### config.mk
export PLATFORM = sky130hd
export DESIGN_NAME = alu_mc
export DESIGN_NICKNAME = d
export VERILOG_FILES = /design/src/rtl/alu_mc.sv
export SDC_FILE = /design/constraint.sdc
export NUM_CORES = 1
export LEC_CHECK = 0
export ABC_AREA = 0
export ABC_CLOCK_PERIOD_IN_PS = 6500
export CAP_MARGIN = 15
export CORE_MARGIN = 3
export CORE_UTILIZATION = 42
export CTS_CLUSTER_SIZE = 24
export DETAILED_ROUTE_END_ITERATION = 8
export PLACE_DENSITY = 0.6
export SLEW_MARGIN = 20
export SYNTH_ARGS = -nofsm -noshare
export SYNTH_HDL_FRONTEND = slang
export SYNTH_SLANG_ARGS = --single-unit
export TNS_END_PERCENT = 30
### constraint.sdc
create_clock -name clk_i -period 6.5 [get_ports clk_i]
set_input_delay 1.625 -clock clk_i [delete_from_list [all_inputs] [get_ports clk_i]]
set_output_delay 1.625 -clock clk_i [all_outputs]
set_load 0.01 [all_outputs]
### src/rtl/alu_mc.sv
// rtl/alu_mc.sv - multicycle signed ALU with start/done handshake and shift-add multiply
// Optional saturation of the WIDTH-bit arithmetic ops is enabled by defining ALU_MC_SAT_EN.
module alu_mc #(
    parameter int WIDTH = 8
) (
    input  logic                 clk_i,
    input  logic                 rst_i,
    input  logic                 start_i,
    input  logic [WIDTH-1:0]     A_i,
    input  logic [WIDTH-1:0]     B_i,
    input  logic [2:0]           opSel,
    output logic                 o_busy,
    output logic                 o_done,
    output logic [2*WIDTH-1:0]   o_alu,
    output logic                 o_zero,
    output logic                 o_neg,
    output logic                 o_ovf
);
    localparam int W2  = 2 * WIDTH;
    localparam int MSB = WIDTH - 1;
    localparam int CW  = $clog2(WIDTH) + 1;
    localparam logic [WIDTH-1:0] MAXV = {1'b0, {(WIDTH-1){1'b1}}};
    localparam logic [WIDTH-1:0] MINV = {1'b1, {(WIDTH-1){1'b0}}};
    localparam logic [CW-1:0]    LAST = CW'(WIDTH - 1);

    typedef enum logic {S_IDLE, S_MUL} state_t;

    state_t          r_state, w_state_nxt;
    logic [W2-1:0]   r_mcand, w_mcand_nxt;
    logic [WIDTH-1:0] r_mplier, w_mplier_nxt;
    logic [W2-1:0]   r_acc, w_acc_nxt;
    logic            r_sign, w_sign_nxt;
    logic [CW-1:0]   r_cnt, w_cnt_nxt;
    logic            r_done, w_done_nxt;
    logic [W2-1:0]   r_alu, w_alu_nxt;
    logic            r_zero, w_zero_nxt;
    logic            r_neg, w_neg_nxt;
    logic            r_ovf, w_ovf_nxt;

    logic [WIDTH-1:0] w_sum, w_dif, w_nega, w_negb, w_ar;
    logic             w_ar_ovf, w_res_ovf;
    logic [W2-1:0]    w_res, w_acc_add, w_prod;

    // Single-cycle ops are evaluated straight from the inputs on the accepting edge.
    always_comb begin
        w_sum     = A_i + B_i;
        w_dif     = A_i - B_i;
        w_nega    = '0 - A_i;
        w_negb    = '0 - B_i;
        w_ar      = '0;
        w_ar_ovf  = 1'b0;
        w_res     = '0;
        w_res_ovf = 1'b0;
        case (opSel)
            3'd0: w_res = {{WIDTH{1'b0}}, A_i & B_i};
            3'd1: w_res = {{WIDTH{1'b0}}, A_i | B_i};
            3'd2: w_res = {{WIDTH{1'b0}}, ~B_i};
            3'd3: w_res = {{WIDTH{1'b0}}, A_i ^ B_i};
            3'd4: begin
                w_ar     = w_sum;
                w_ar_ovf = (A_i[MSB] == B_i[MSB]) && (w_sum[MSB] != A_i[MSB]);
            end
            3'd5: begin
                w_ar     = w_dif;
                w_ar_ovf = (A_i[MSB] != B_i[MSB]) && (w_dif[MSB] != A_i[MSB]);
            end
            3'd6: begin
                w_ar     = w_nega;
                w_ar_ovf = (A_i == MINV);
            end
            default: ;
        endcase
`ifdef ALU_MC_SAT_EN
        // Overflow direction follows A's sign for add/sub; negating the minimum always clips high.
        if (w_ar_ovf) begin
            if (opSel == 3'd6) w_ar = MAXV;
            else               w_ar = A_i[MSB] ? MINV : MAXV;
        end
`endif
        if (opSel[2] && (opSel != 3'd7)) begin
            w_res     = {{WIDTH{w_ar[MSB]}}, w_ar};
            w_res_ovf = w_ar_ovf;
        end
    end

    assign w_acc_add = r_acc + (r_mplier[0] ? r_mcand : {W2{1'b0}});
    assign w_prod    = r_sign ? ('0 - w_acc_add) : w_acc_add;

    always_comb begin
        w_state_nxt  = r_state;
        w_mcand_nxt  = r_mcand;
        w_mplier_nxt = r_mplier;
        w_acc_nxt    = r_acc;
        w_sign_nxt   = r_sign;
        w_cnt_nxt    = r_cnt;
        w_done_nxt   = 1'b0;
        w_alu_nxt    = r_alu;
        w_zero_nxt   = r_zero;
        w_neg_nxt    = r_neg;
        w_ovf_nxt    = r_ovf;
        case (r_state)
            S_IDLE: begin
                if (start_i) begin
                    if (opSel == 3'd7) begin
                        w_mcand_nxt  = {{WIDTH{1'b0}}, (A_i[MSB] ? w_nega : A_i)};
                        w_mplier_nxt = B_i[MSB] ? w_negb : B_i;
                        w_sign_nxt   = A_i[MSB] ^ B_i[MSB];
                        w_acc_nxt    = '0;
                        w_cnt_nxt    = '0;
                        w_state_nxt  = S_MUL;
                    end else begin
                        w_alu_nxt  = w_res;
                        w_ovf_nxt  = w_res_ovf;
                        w_done_nxt = 1'b1;
                    end
                end
            end
            S_MUL: begin
                w_acc_nxt    = w_acc_add;
                w_mcand_nxt  = r_mcand << 1;
                w_mplier_nxt = r_mplier >> 1;
                w_cnt_nxt    = r_cnt + CW'(1);
                if (r_cnt == LAST) begin
                    w_alu_nxt   = w_prod;
                    w_ovf_nxt   = 1'b0;
                    w_done_nxt  = 1'b1;
                    w_state_nxt = S_IDLE;
                end
            end
            default: w_state_nxt = S_IDLE;
        endcase
        if (w_done_nxt) begin
            w_zero_nxt = (w_alu_nxt == '0);
            w_neg_nxt  = w_alu_nxt[W2-1];
        end
    end

    always_ff @(posedge clk_i) begin
        if (rst_i) begin
            r_state  <= S_IDLE;
            r_mcand  <= '0;
            r_mplier <= '0;
            r_acc    <= '0;
            r_sign   <= 1'b0;
            r_cnt    <= '0;
            r_done   <= 1'b0;
            r_alu    <= '0;
            r_zero   <= 1'b0;
            r_neg    <= 1'b0;
            r_ovf    <= 1'b0;
        end else begin
            r_state  <= w_state_nxt;
            r_mcand  <= w_mcand_nxt;
            r_mplier <= w_mplier_nxt;
            r_acc    <= w_acc_nxt;
            r_sign   <= w_sign_nxt;
            r_cnt    <= w_cnt_nxt;
            r_done   <= w_done_nxt;
            r_alu    <= w_alu_nxt;
            r_zero   <= w_zero_nxt;
            r_neg    <= w_neg_nxt;
            r_ovf    <= w_ovf_nxt;
        end
    end

    assign o_busy = (r_state == S_MUL);
    assign o_done = r_done;
    assign o_alu  = r_alu;
    assign o_zero = r_zero;
    assign o_neg  = r_neg;
    assign o_ovf  = r_ovf;
endmodule

# After elaboration in Yosys (flattened, before gate mapping)
# Index checks and enable logic that the tools add are counted.
[totals]
out_inout_bits = 21
n_memories = 0
in_bits = 22
latch_bits = 0
romBits = 0
reg_bits = 66
mem_bits_rw = 0
[op_classes]
div = 0
n_reduce_logical = 8
n_lt_le_gt_ge = 0
muxes = 37
eq_ne = 18
mul = 0
shift = 0
n_addsub = 7
bitwise = 6
[ops]
columns = ["op", "count"]
rows = [
  ["$mux 16", 10],
  ["$pmux 16 s2", 3],
  ["$mux 8", 4],
  ["$pmux 8 s4", 1],
  ["$pmux 8 s3", 1],
  ["$add 16x16->16", 1],
  ["$logic_not 16->1", 1],
  ["$pmux 8 s2", 1],
  ["$sub 1x16->16 const A", 1],
  ["$sub 1x8->8 const A", 2],
  ["$eq 3x3->1 const B", 4],
  ["$mux 1", 10],
  ["$add 8x8->8", 1],
  ["$and 8x8->8", 1],
  ["$eq 8x8->1 const B", 1],
  ["$mux 4", 2],
  ["$not 8->8", 1],
  ["$or 8x8->8", 1],
  ["$pmux 4 s2", 1],
  ["$sub 8x8->8", 1],
  ["$xor 8x8->8", 1],
  ["$eq 3x2->1 const B", 2],
  ["$ne 2x2->1 const B", 3],
  ["$pmux 1 s2", 3],
  ["14 further kinds", 19],
]

# Logic depth before layout (Yosys ltp)
# Gate-level depths: netlist of run 1.
[logic_depth]
depth_word = 8
ltp_mapped = 15
depth_no_buf = 15

# Worst setup path before layout of run 1
# OpenSTA, ideal clock, no wires.
[synth_path]
kind = "input port to flip-flop"
from = "input port A_i[4]"
to = "register r_zero, in the netlist o_zero"
setup_slack_ps = 1887
stages = 12
t_arrival_ps = 4545
setup_time_ps = 69
path_cell_list = "inv_1 -> ha_1 -> nor2b_1 -> or4_1 -> o22a_2 -> mux2i_1 -> or4_4 -> and2_4 -> buf_6 -> or4_1 -> or4_1 -> o21ai_1"
[synth_between]
elab_chain_len = 7
[synth_rtl]
columns = ["item", "line", "rtl"]
rows = [
  ["start: declaration", "9", "input logic [WIDTH-1:0] A_i,"],
  ["$sub 1x8->8 (tied with other cells)", "48", "w_nega = '0 - A_i;"],
  ["$pmux 8 s3 or $pmux 8 s4 (tied branches)", "54", "case (opSel)"],
  ["$mux 16 (*)", "80", "if (opSel[2] && (opSel != 3'd7)) begin"],
  ["$mux 16 (*)", "104", "if (opSel == 3'd7) begin"],
  ["$mux 16 (*)", "103", "if (start_i) begin"],
  ["$pmux 16 s2 (*)", "101", "case (r_state)"],
  ["$logic_not 16->1 (*)", "133", "w_zero_nxt = (w_alu_nxt == '0);"],
  ["end signal: assignment", "160", "r_zero <= w_zero_nxt;"],
  ["end: declaration", "36", "logic r_zero, w_zero_nxt;"],
]
# Every way passes the cells marked *; elsewhere a longest branch is shown, timed or not.
# A chain may end at the register's enable or synchronous reset.

# Final worst setup path of run 1
[layout_path]
from = "input port B_i[3]"
to = "register r_zero, in the netlist o_zero"
[layout_between]
elab_chain_len = 7
[layout_rtl]
columns = ["item", "line", "rtl"]
rows = [
  ["start: declaration", "10", "input logic [WIDTH-1:0] B_i,"],
  ["$sub 8x8->8 (tied with other cells)", "47", "w_dif = A_i - B_i;"],
  ["$pmux 8 s3 or $pmux 8 s4 (tied branches)", "54", ""],
  ["$mux 16 (*)", "80", ""],
  ["$mux 16 (*)", "104", ""],
  ["$mux 16 (*)", "103", ""],
  ["$pmux 16 s2 (*)", "101", ""],
  ["$logic_not 16->1 (*)", "133", ""],
]
# Marks and branches as above.

==> results of run 1 <==
[area by class of cell]
cell class              instances  area share [%]
well taps                     172            3.45
clock inverters                 2           0.201
clock buffers                  12            4.28
repair buffers                 48            7.43
inverters                      39            2.35
multi-input cells             522            61.1
flip-flops and latches         66            21.2
[per-stage QoR]
step	area [µm²]	total power [W]	utilization, %	cells	hold WS [ps]
CTS	6230	0.00111	49.2	861	454
global route	6230	0.00115	49.2	861	487
global placement	5950	0.000647	47.0	847	438
detailed placement	5950	0.000649	47.0	847	446
floorplan	5460	0.000569	-	665	431
finish	6230	0.00111	49.2	861	454
[worst max-delay path, stage by stage]
cell and delay [ps]:
clkdlybuf4s50_1 600, inv_1 130, ha_1 400, a21o_1 220, a31oi_1 270, nor3_1 80
o41ai_1 670, nand2_1 150, a22o_1 230, nor4_1 270, nand4_1 130, or4_1 510
o21ai_1 110
[cell usage after synthesis, types with 5 or more instances]
master | n | share of area, %
nor2_1 | 77 | 5.3
dfxtp_1 | 66 | 24
ha_1 | 43 | 9.9
inv_1 | 39 | 2.7
nand2_1 | 38 | 2.6
a21oi_1 | 37 | 3.4
a22oi_1 | 32 | 4.4
xnor2_1 | 28 | 4.5
clkbuf_1 | 25 | 1.7
and2_1 | 22 | 2.5
o21ai_0 | 19 | 1.7
nor3_1 | 15 | 1.4
xor2_1 | 13 | 2.1
o211ai_1 | 11 | 1.5
a222oi_1 | 10 | 1.8
mux2i_1 | 10 | 1.8
nand3_1 | 10 | 0.92
nand2b_1 | 9 | 1.0
o21a_1 | 8 | 1.1
a211oi_1 | 7 | 0.96
nor3b_1 | 7 | 0.96
a21o_1 | 6 | 0.83
mux4_2 | 6 | 2.5
nand3b_1 | 6 | 0.83
o41ai_1 | 6 | 0.96
a221oi_1 | 5 | 0.80
a31oi_1 | 5 | 0.57
nand4_1 | 5 | 0.57
nor2b_1 | 5 | 0.57
o31ai_1 | 5 | 0.69
[metal layers]
| metal | vias to the layer above | part of all wire [%] | routed length [µm] | track usage (%) |
|---|---|---|---|---|
| met1 | 2458 | 45 | 7210 | 28.8 |
| met2 | 145 | 47 | 7500 | 36.9 |
| met3 | 32 | 4.8 | 762 | 5.28 |
| met5 | - | 0 | 0 | 0 |
| met4 | 0 | 2.5 | 398 | 8.09 |
| li1 | 2486 | - | - | - |
[flip-flops by register name, summed over array words and instances (netlist names)]
| register | flops |
|---|---|
| r_cnt | 4 |
| r_sign | 1 |
| o_zero | 1 |
| r_mcand | 16 |
| o_ovf | 1 |
| r_mplier | 8 |
| o_neg | 1 |
| o_alu | 16 |
| r_acc | 16 |
| o_done | 1 |
| o_busy | 1 |
[placed cells by master (no fill, tap or decap), drive strengths merged, types with 13 or more instances in the layout]
cell           instances
nor3                  16
xor2                  13
o21ai                 22
clkdlybuf4s50         41
dfxtp                 66
nand2                 38
and2                  24
a21oi                 38
nor2                  78
inv                   39
a22oi                 32
ha                    43
xnor2                 28
[power by group through the flow]
stage	clock network (W)	registers [W]	logic [W]
after floorplan	0	0.000436	0.000133
after global placement	0	0.000435	0.000212
after detailed placement	0	0.000435	0.000214
after CTS	0.000473	0.000426	0.000215
after global routing	0.000488	0.000428	0.000236
final	0.000463	0.000426	0.000216
[kinds of logic after synthesis]
family / count (synthesis)
AOI/OAI and AO/OA: 198
xor gates and xnor gates: 41
adders and majority gates: 46
buffers and inverters: 77
DFF: 66
muxes: 16
and+or+nand+nor: 221
[worst max path at each step]
stage / startpoint / to / slack (ps) / depth (start not counted)
after floorplan: A_i[4] / o_zero$_SDFFE_PP0P_ / 1890 / 12
after global placement: A_i[1] / o_zero$_SDFFE_PP0P_ / 1150 / 12
after detailed placement: A_i[1] / o_zero$_SDFFE_PP0P_ / 1110 / 13
after CTS: A_i[1] / o_zero$_SDFFE_PP0P_ / 1450 / 13
after global routing: A_i[2] / o_zero$_SDFFE_PP0P_ / 1230 / 13
final: B_i[3] / o_zero$_SDFFE_PP0P_ / 1380 / 13
==> flow_metrics.py, run 1 <==
metrics = {
    "status": {
        "outcome": "completed",
    },
    "sta": {
        "fin_crit_ps": 5120,
        "finClkSkew_ps": 8.14,
        "drv_slew": 0,
        "layout_setup_ws_ps": 1380,
        "setup_tns_ps": 0,
        "rsz0062_at_grt": "false",
        "worstMarginPinSlew_ps": 1010,
        "final-hold-violation-count": 0,
        "max_freq_mhz": 195,
        "setup_violations": 0,
        "maxSlewHeadroom_pct": 32.3,
        "fin_crit_sh_pct": 78.8,
    },
    "worst_hold_path": {
        "min_to": "r_mplier[2]$_SDFFE_PP0P_",
        "hold_depth": 2,
        "hp-start": "r_mplier[3]$_SDFFE_PP0P_",
        "min_path_type": "reg -> reg",
    },
    "floorplanning": {
        "ios": 43,
        "initial_core_util_pct": 43.1,
        "core_mm2": 0.0127,
        "die-area_mm2": 0.0144,
        "num_rows": 41,
        "die_w_um": 120,
        "fp.dieH_um": 120,
    },
    "cts": {
        "cts-root-buf": "clkbuf_16",
        "cts_post_setup_buffers_inserted": 0,
        "cts_tree": "built",
        "hold_buffers": 0,
        "clockBufferDepth": 2,
        "cts_buffers": 9,
        "clock-sinks": 66,
        "post_cts_resized": 0,
        "clkSlewWorstSetupHoldPaths_ps": 50,
        "clk_latency_ps": 340,
        "htreeDepth": 3,
    },
    "global_routing": {
        "grt_pass1_vias": 5014,
        "grt_overflow_total": 0,
        "grt_usage_pct": 22.5,
        "antenna_found_initial": 0,
        "grt_first_pass_wirelength_um": 26000,
        "grt_max_degree": 71,
    },
    "setup_path": {
        "critPathLaunchType": "input pin",
        "endpoint_kind": "flip-flop",
        "arrival_ps": 5390,
        "reg2reg_from": "r_mplier[0]$_SDFFE_PP0P_",
        "r2r_slack_ps": 2190,
        "reg2reg_depth": 13,
        "reg2reg_to": "o_zero$_SDFFE_PP0P_",
        "critPathRequiredTime_ps": 6770,
        "critPathKind": "in -> reg",
        "cp_max_fo": 7,
    },
    "synth": {
        "syn_area_per_cell_um2": 8.21,
        "synth_top_family_by_area": "compound AO/OA/AOI/OAI gates",
        "synthXorXnorAreaFrac_pct": 6.58,
        "ys_ff_latch": 66,
        "synth_edf_count": 0,
        "synth_adder_area_share_pct": 11.0,
        "syn-num-nets": 733,
        "ys_seq_area_share_pct": 24.2,
        "yosys_warnings": 0,
        "synth_mux_area_share_pct": 4.31,
        "ys_types": 83,
        "synth_compound_area_share_pct": 27.1,
        "async_reset_ff_share_pct": 0,
        "synth_ff_type": "dfxtp_1",
        "syn-cell-area_mm2": 0.00546,
        "synthCells": 665,
        "synthSimpleGateAreaFrac_pct": 20.4,
    },
    "drt": {
        "first_iter_violations": 429,
        "routedWlPerCell_um": 18.4,
        "drt-pass1-iter-count": 5,
        "dr_total_vias": 5121,
        "drc": 0,
        "routed_wl_um": 15900,
        "vias_per_cell": 5.95,
        "postRouteAntennaNets": 0,
    },
    "finish": {
        "layout.nets": 754,
        "fillCellCount": 1241,
        "seqCellArea_mm2": 0.00132,
        "diodes": 0,
        "multiInputGateArea_mm2": 0.00381,
        "drive_above_1_share_pct": 8.13,
        "syn_to_final_growth_pct": 14.2,
    },
    "power": {
        "pwr-share-clk_pct": 41.9,
        "intPower_w": 0.000793,
        "seq_power_share_pct": 38.6,
        "p_leak_nw": 2.48,
        "p_sw_share_pct": 28.3,
        "comb_power_share_pct": 19.6,
        "max-vdd-ir-drop_mv": 0.122,
        "p_switching_w": 0.000312,
        "powerDensity_mw_per_mm2": 177,
    },
    "placed_design": {
        "port-buffer-count": 42,
        "routabilityCongestion": 0.921,
        "hpwl_um": 11800,
        "place_worst_setup_slack_ps": 1110,
    },
    "flow_run": {
        "cap_violations": 0,
    },
}
No activity file was read; power rests on OpenSTA's default activity.
==> run 2, diff against run 1 <==
--- a/config.mk
+++ b/config.mk
@@ -6,7 +6,7 @@
 export NUM_CORES = 1
 export LEC_CHECK = 0
 export ABC_AREA = 0
-export ABC_CLOCK_PERIOD_IN_PS = 6500
+export ABC_CLOCK_PERIOD_IN_PS = 4950
 export CAP_MARGIN = 15
 export CORE_MARGIN = 3
 export CORE_UTILIZATION = 42
==> constraint.sdc (replaced) <==
create_clock -name clk_i -period 4.95 [get_ports clk_i]
set_input_delay 1.2375 -clock clk_i [delete_from_list [all_inputs] [get_ports clk_i]]
set_output_delay 1.2375 -clock clk_i [all_outputs]
set_load 0.01 [all_outputs]
==> run 2 against run 1 <==
  * Worst hold slack about the same
  * Via count up 1.5%
  * Clock skew down 3.0 ps
  * Sequential share of layout area down 0.75 points
  * First-iteration DRC count up 22%
  * Utilization up 1.8 points
  * Die area unchanged
  * Worst setup slack worse by 1100 ps
  * Cell area up 3.7%
  * Combinational power up 36%
  * Register-to-register slack worse by 1400 ps
  * Largest power group unchanged
==> flow_metrics.py, run 2 (synthesized netlist as in run 1, its figures left out) <==
metrics = {
    "floorplanning": {
        "core_mm2": 0.0127,
        "initial_core_util_pct": 43.1,
        "fp.dieH_um": 120,
        "num_rows": 41,
        "ios": 43,
        "die-area_mm2": 0.0144,
        "die_w_um": 120,
    },
    "finish": {
        "syn_to_final_growth_pct": 18.4,
        "final_cells": 886,
        "diodes": 0,
        "layout_commonest_cell": "nor2_1",
        "drive_above_1_share_pct": 11.3,
        "final_cell_mix": "nor2_1, dfxtp_1, ha_1, clkdlybuf4s50_1, inv_1",
        "layout.nets": 777,
    },
    "sta": {
        "fin_crit_ps": 4650,
        "setup_violations": 0,
        "drv_slew": 0,
        "finClkSkew_ps": 5.10,
        "setup_tns_ps": 0,
        "worstMarginPinSlew_ps": 872,
        "rsz0062_at_grt": "false",
        "maxSlewHeadroom_pct": 41.7,
        "final-hold-violation-count": 0,
        "max_freq_mhz": 215,
        "layout_setup_ws_ps": 301,
        "fin_crit_sh_pct": 93.9,
    },
    "drt": {
        "routedWlPerCell_um": 17.5,
        "routed_wl_um": 15500,
        "vias_per_cell": 5.87,
        "postRouteAntennaNets": 0,
        "drt-pass1-iter-count": 5,
        "drc": 0,
        "first_iter_violations": 524,
        "dr_total_vias": 5198,
    },
    "cts": {
        "cts_buffers": 9,
        "clkSlewWorstSetupHoldPaths_ps": 50,
        "htreeDepth": 3,
        "cts_post_setup_buffers_inserted": 0,
        "cts-root-buf": "clkbuf_16",
        "cts_tree": "built",
        "clk_latency_ps": 340,
        "clockBufferDepth": 2,
        "clock-sinks": 66,
    },
    "setup_path": {
        "crit_start": "A_i[0]",
        "critPathLaunchType": "input pin",
        "cp_max_fo": 5,
        "reg2reg_from": "r_mplier[0]$_SDFFE_PP0P_",
        "arrival_ps": 4920,
        "critPathKind": "in -> reg",
        "endpoint_kind": "flip-flop",
        "critPathRequiredTime_ps": 5220,
    },
    "placed_design": {
        "post-place-cells": 870,
        "hpwl_um": 11800,
        "routabilityCongestion": 0.900,
        "place_worst_setup_slack_ps": -131,
        "port-buffer-count": 42,
    },
    "global_routing": {
        "grt_pass1_vias": 4957,
        "grt_max_degree": 58,
        "grt_usage_pct": 21.8,
        "grt_first_pass_wirelength_um": 25300,
        "antenna_found_initial": 0,
        "grt_overflow_total": 0,
    },
    "power": {
        "powerDensity_mw_per_mm2": 242,
        "p_leak_nw": 2.63,
        "max-vdd-ir-drop_mv": 0.167,
    },
    "worst_hold_path": {
        "min_path_type": "reg -> reg",
        "hp-start": "o_ovf$_SDFFE_PP0P_",
    },
    "status": {
        "outcome": "completed",
    },
    "flow_run": {
        "cap_violations": 0,
    },
}
==> run 2: final cells by class <==
type	count	area [µm²]
Fill cell	1253	6210
Timing Repair Buffer	71	633
Clock inverter	4	73.8
Clock buffer	12	256
Sequential cell	66	1320
Multi-Input combinational cell	522	3810
Inverter	39	146
Tap cell	172	215
==> run 2: power breakdown <==
group          internal (W)  leakage, nW  switching (W)  total [W]
combinational      0.000134         1.93       0.000159   0.000293
clock              0.000468        0.163       0.000240   0.000709
sequential         0.000547        0.535      0.0000148   0.000562
total               0.00115         2.63       0.000414    0.00156
==> run 2: routing by layer <==
metal  part of all wire, %  wire, µm  GRT usage (%)
met3                   4.6       710           3.77
met2                    49      7600           37.7
met5                     0         0              0
met4                   2.5       390           7.95
met1                    44      6830           27.3
==> run 2: final timing paths <==
check | cells past startpoint | endpoint | slack [ps]
worst max register to register | 13 | o_zero$_SDFFE_PP0P_ | 780
worst min-delay path | 2 | o_ovf$_SDFFE_PP0P_ | 450
worst max-delay path | 13 | o_zero$_SDFFE_PP0P_ | 300
worst min register to register | 2 | o_ovf$_SDFFE_PP0P_ | 450
==> run 2: what timing repair did <==
action	CTS	global route
resized for setup	0	1
hold buffers	0	0
setup endpoints to repair	0	1
==> run 2: critical path, cell delays in order <==
cell             delay [ps]
clkdlybuf4s50_1         540
ha_1                    320
fa_1                    430
a31oi_1                 320
nor3_1                  100
o41ai_2                 450
buf_4                   180
nand2_1                  40
a22o_1                  190
nor4_1                  350
nand4_1                 140
or4_1                   510
o21ai_1                 110
==> run 2: through the flow <==
stage / utilization (%) / hold WS, ps / total power [W] / cell area (µm²)
after floorplan: - / 431 / 0.000747 / 5460
after detailed placement: 48.3 / 452 / 0.000863 / 6120
after global placement: 48.3 / 445 / 0.000861 / 6120
final: 51.0 / 454 / 0.00156 / 6460
after CTS: 50.9 / 458 / 0.00158 / 6450
after global routing: 51.0 / 493 / 0.00163 / 6460
==> run 3, diff against run 2 <==
--- a/config.mk
+++ b/config.mk
@@ -8,7 +8,6 @@
 export ABC_AREA = 0
 export ABC_CLOCK_PERIOD_IN_PS = 4950
 export CAP_MARGIN = 15
-export CORE_MARGIN = 3
 export CORE_UTILIZATION = 42
 export CTS_CLUSTER_SIZE = 24
 export DETAILED_ROUTE_END_ITERATION = 8
==> run 3 against run 2 <==
  * Utilization up 0.24 points
  * Non-clock buffer count up 3
  * Clock-buffer cell count shrank 2
  * Routed wire length rose by 1.7%
  * Sequential cell count did not move
  * First-iteration DRC count down 22%
  * Largest power group unchanged
  * Final cell count is 0.34% higher
  * Combinational power about the same
  * Clock power shrank 2%
==> flow_metrics.py, run 3 (synthesized netlist as in run 1, its figures left out) <==
metrics = {
    "finish": {
        "syn_to_final_growth_pct": 18.5,
        "fillCellCount": 1269,
        "layout.nets": 780,
        "drive_above_1_share_pct": 11.6,
        "multiInputGateArea_mm2": 0.00381,
        "fin_area_mm2": 0.00646,
        "seqCellArea_mm2": 0.00132,
        "layout_commonest_cell": "nor2_1",
        "final_cells": 889,
        "final_cell_mix": "nor2_1, dfxtp_1, ha_1, clkdlybuf4s50_1, inv_1",
        "diodes": 0,
    },
    "global_routing": {
        "grt_pass1_vias": 4879,
        "grt_use_met3_pct": 4.18,
        "grt_first_pass_wirelength_um": 25300,
        "grt_overflow_total": 0,
        "gr-max-usage-layer": "met2",
        "grtUsageMet1_pct": 30.9,
        "grt_max_degree": 58,
        "antenna_found_initial": 0,
        "grt_usage_pct": 24.7,
        "grt_use_met2_pct": 42.7,
    },
    "drt": {
        "routedWlPerCell_um": 17.8,
        "drt-pass1-iter-count": 5,
        "drc": 0,
        "first_iter_violations": 410,
        "dr_total_vias": 5219,
        "routed_wl_um": 15800,
        "postRouteAntennaNets": 0,
        "vias_per_cell": 5.87,
    },
    "sta": {
        "setup_violations": 0,
        "max_freq_mhz": 221,
        "rsz0062_at_grt": "false",
        "fin_crit_ps": 4530,
        "setup_tns_ps": 0,
        "worstMarginPinSlew_ps": 912,
        "fin_crit_sh_pct": 91.6,
        "final-hold-violation-count": 0,
        "finClkSkew_ps": 9.53,
        "maxSlewHeadroom_pct": 38.3,
        "whs_ps": 453,
        "drv_slew": 0,
    },
    "power": {
        "p_total_w": 0.00155,
        "p_leak_nw": 2.62,
        "powerDensity_mw_per_mm2": 240,
        "max-vdd-ir-drop_mv": 0.178,
    },
    "floorplanning": {
        "ios": 43,
        "initial_core_util_pct": 43.2,
        "core_mm2": 0.0126,
        "fp.dieH_um": 116,
        "die_w_um": 116,
        "die-area_mm2": 0.0135,
        "num_rows": 41,
    },
    "worst_hold_path": {
        "min_path_type": "reg -> reg",
        "hp-start": "r_mplier[3]$_SDFFE_PP0P_",
    },
    "placed_design": {
        "port-buffer-count": 42,
        "dpl_cell_area_mm2": 0.00615,
        "routabilityCongestion": 0.910,
        "post-place-cells": 873,
        "hpwl_um": 12100,
    },
    "setup_path": {
        "endpoint_kind": "flip-flop",
        "critPathKind": "in -> reg",
        "path_cells": "clkdlybuf4s50_1 > inv_1 > ha_1 > nor2b_1 > or4_1 > o22a_2 > mux2i_1 > or4_4 > and2_4 > a221oi_1 > nand4_1 > or4_1 > o21ai_1",
        "max_stage_delay_ps": 550,
        "crit_start": "A_i[4]",
        "critPathSlowestCell": "clkdlybuf4s50_1",
        "arrival_ps": 4810,
        "cp_max_fo": 7,
        "reg2reg_from": "r_mplier[0]$_SDFFE_PP0P_",
        "cpMostUsedCell": "or4_1",
        "critPathLaunchType": "input pin",
        "critPathRequiredTime_ps": 5230,
    },
    "cts": {
        "cts_tree": "built",
        "hold_buffers": 0,
        "post_cts_resized": 0,
        "clockBufferDepth": 2,
        "clock-sinks": 66,
        "clkSlewWorstSetupHoldPaths_ps": 60,
        "cts_post_setup_buffers_inserted": 0,
        "clk_latency_ps": 350,
        "cts-root-buf": "clkbuf_16",
        "htreeDepth": 3,
        "cts_buffers": 9,
    },
    "flow_run": {
        "cap_violations": 0,
    },
    "status": {
        "outcome": "completed",
    },
}
-- run 3: critical path: cells and delay by family --
family	cells	cell delay (ps)
simple gates	6	1800
buf+inv	2	670
compound gates	3	620
fa+ha+maj	1	360
mux	1	120
-- run 3: cell type report --
type                            count  area share (%)
Inverter                           39            2.26
Multi-Input combinational cell    522            58.9
Clock buffer                       10            3.54
Tap cell                          172            3.33
Clock inverter                      6            1.39
Sequential cell                    66            20.5
Timing Repair Buffer               74            10.1
-- run 3: metrics by stage --
| step | setup slack, ps | util [%] |
|---|---|---|
| final | 415 | 51.2 |
| after global routing | 184 | 51.2 |
| after CTS | 457 | 51.2 |
| after detailed placement | 93.5 | 48.7 |
| after global placement | 48.4 | 48.7 |
| after floorplan | 724 | - |
-- run 3: report_power, final --
group | total, W | internal, W | switching, W | leakage, nW
sequential | 0.000562 | 0.000547 | 0.0000157 | 0.535
clock | 0.000696 | 0.000443 | 0.000254 | 0.153
combinational | 0.000295 | 0.000135 | 0.000160 | 1.94
-- run 3: worst paths after layout --
kind,to,slack [ps],cells past startpoint
max,o_zero$_SDFFE_PP0P_,420,13
min,r_mplier[2]$_SDFFE_PP0P_,450,2
max reg2reg,o_zero$_SDFFE_PP0P_,750,12
min reg2reg,r_mplier[2]$_SDFFE_PP0P_,450,2
-- run 3: layer usage --
layer / routed length [µm] / up-vias
met3: 649 / 19
met2: 7820 / 141
met1: 7020 / 2508
met5: 0 / -
met4: 318 / 0
li1: - / 2551
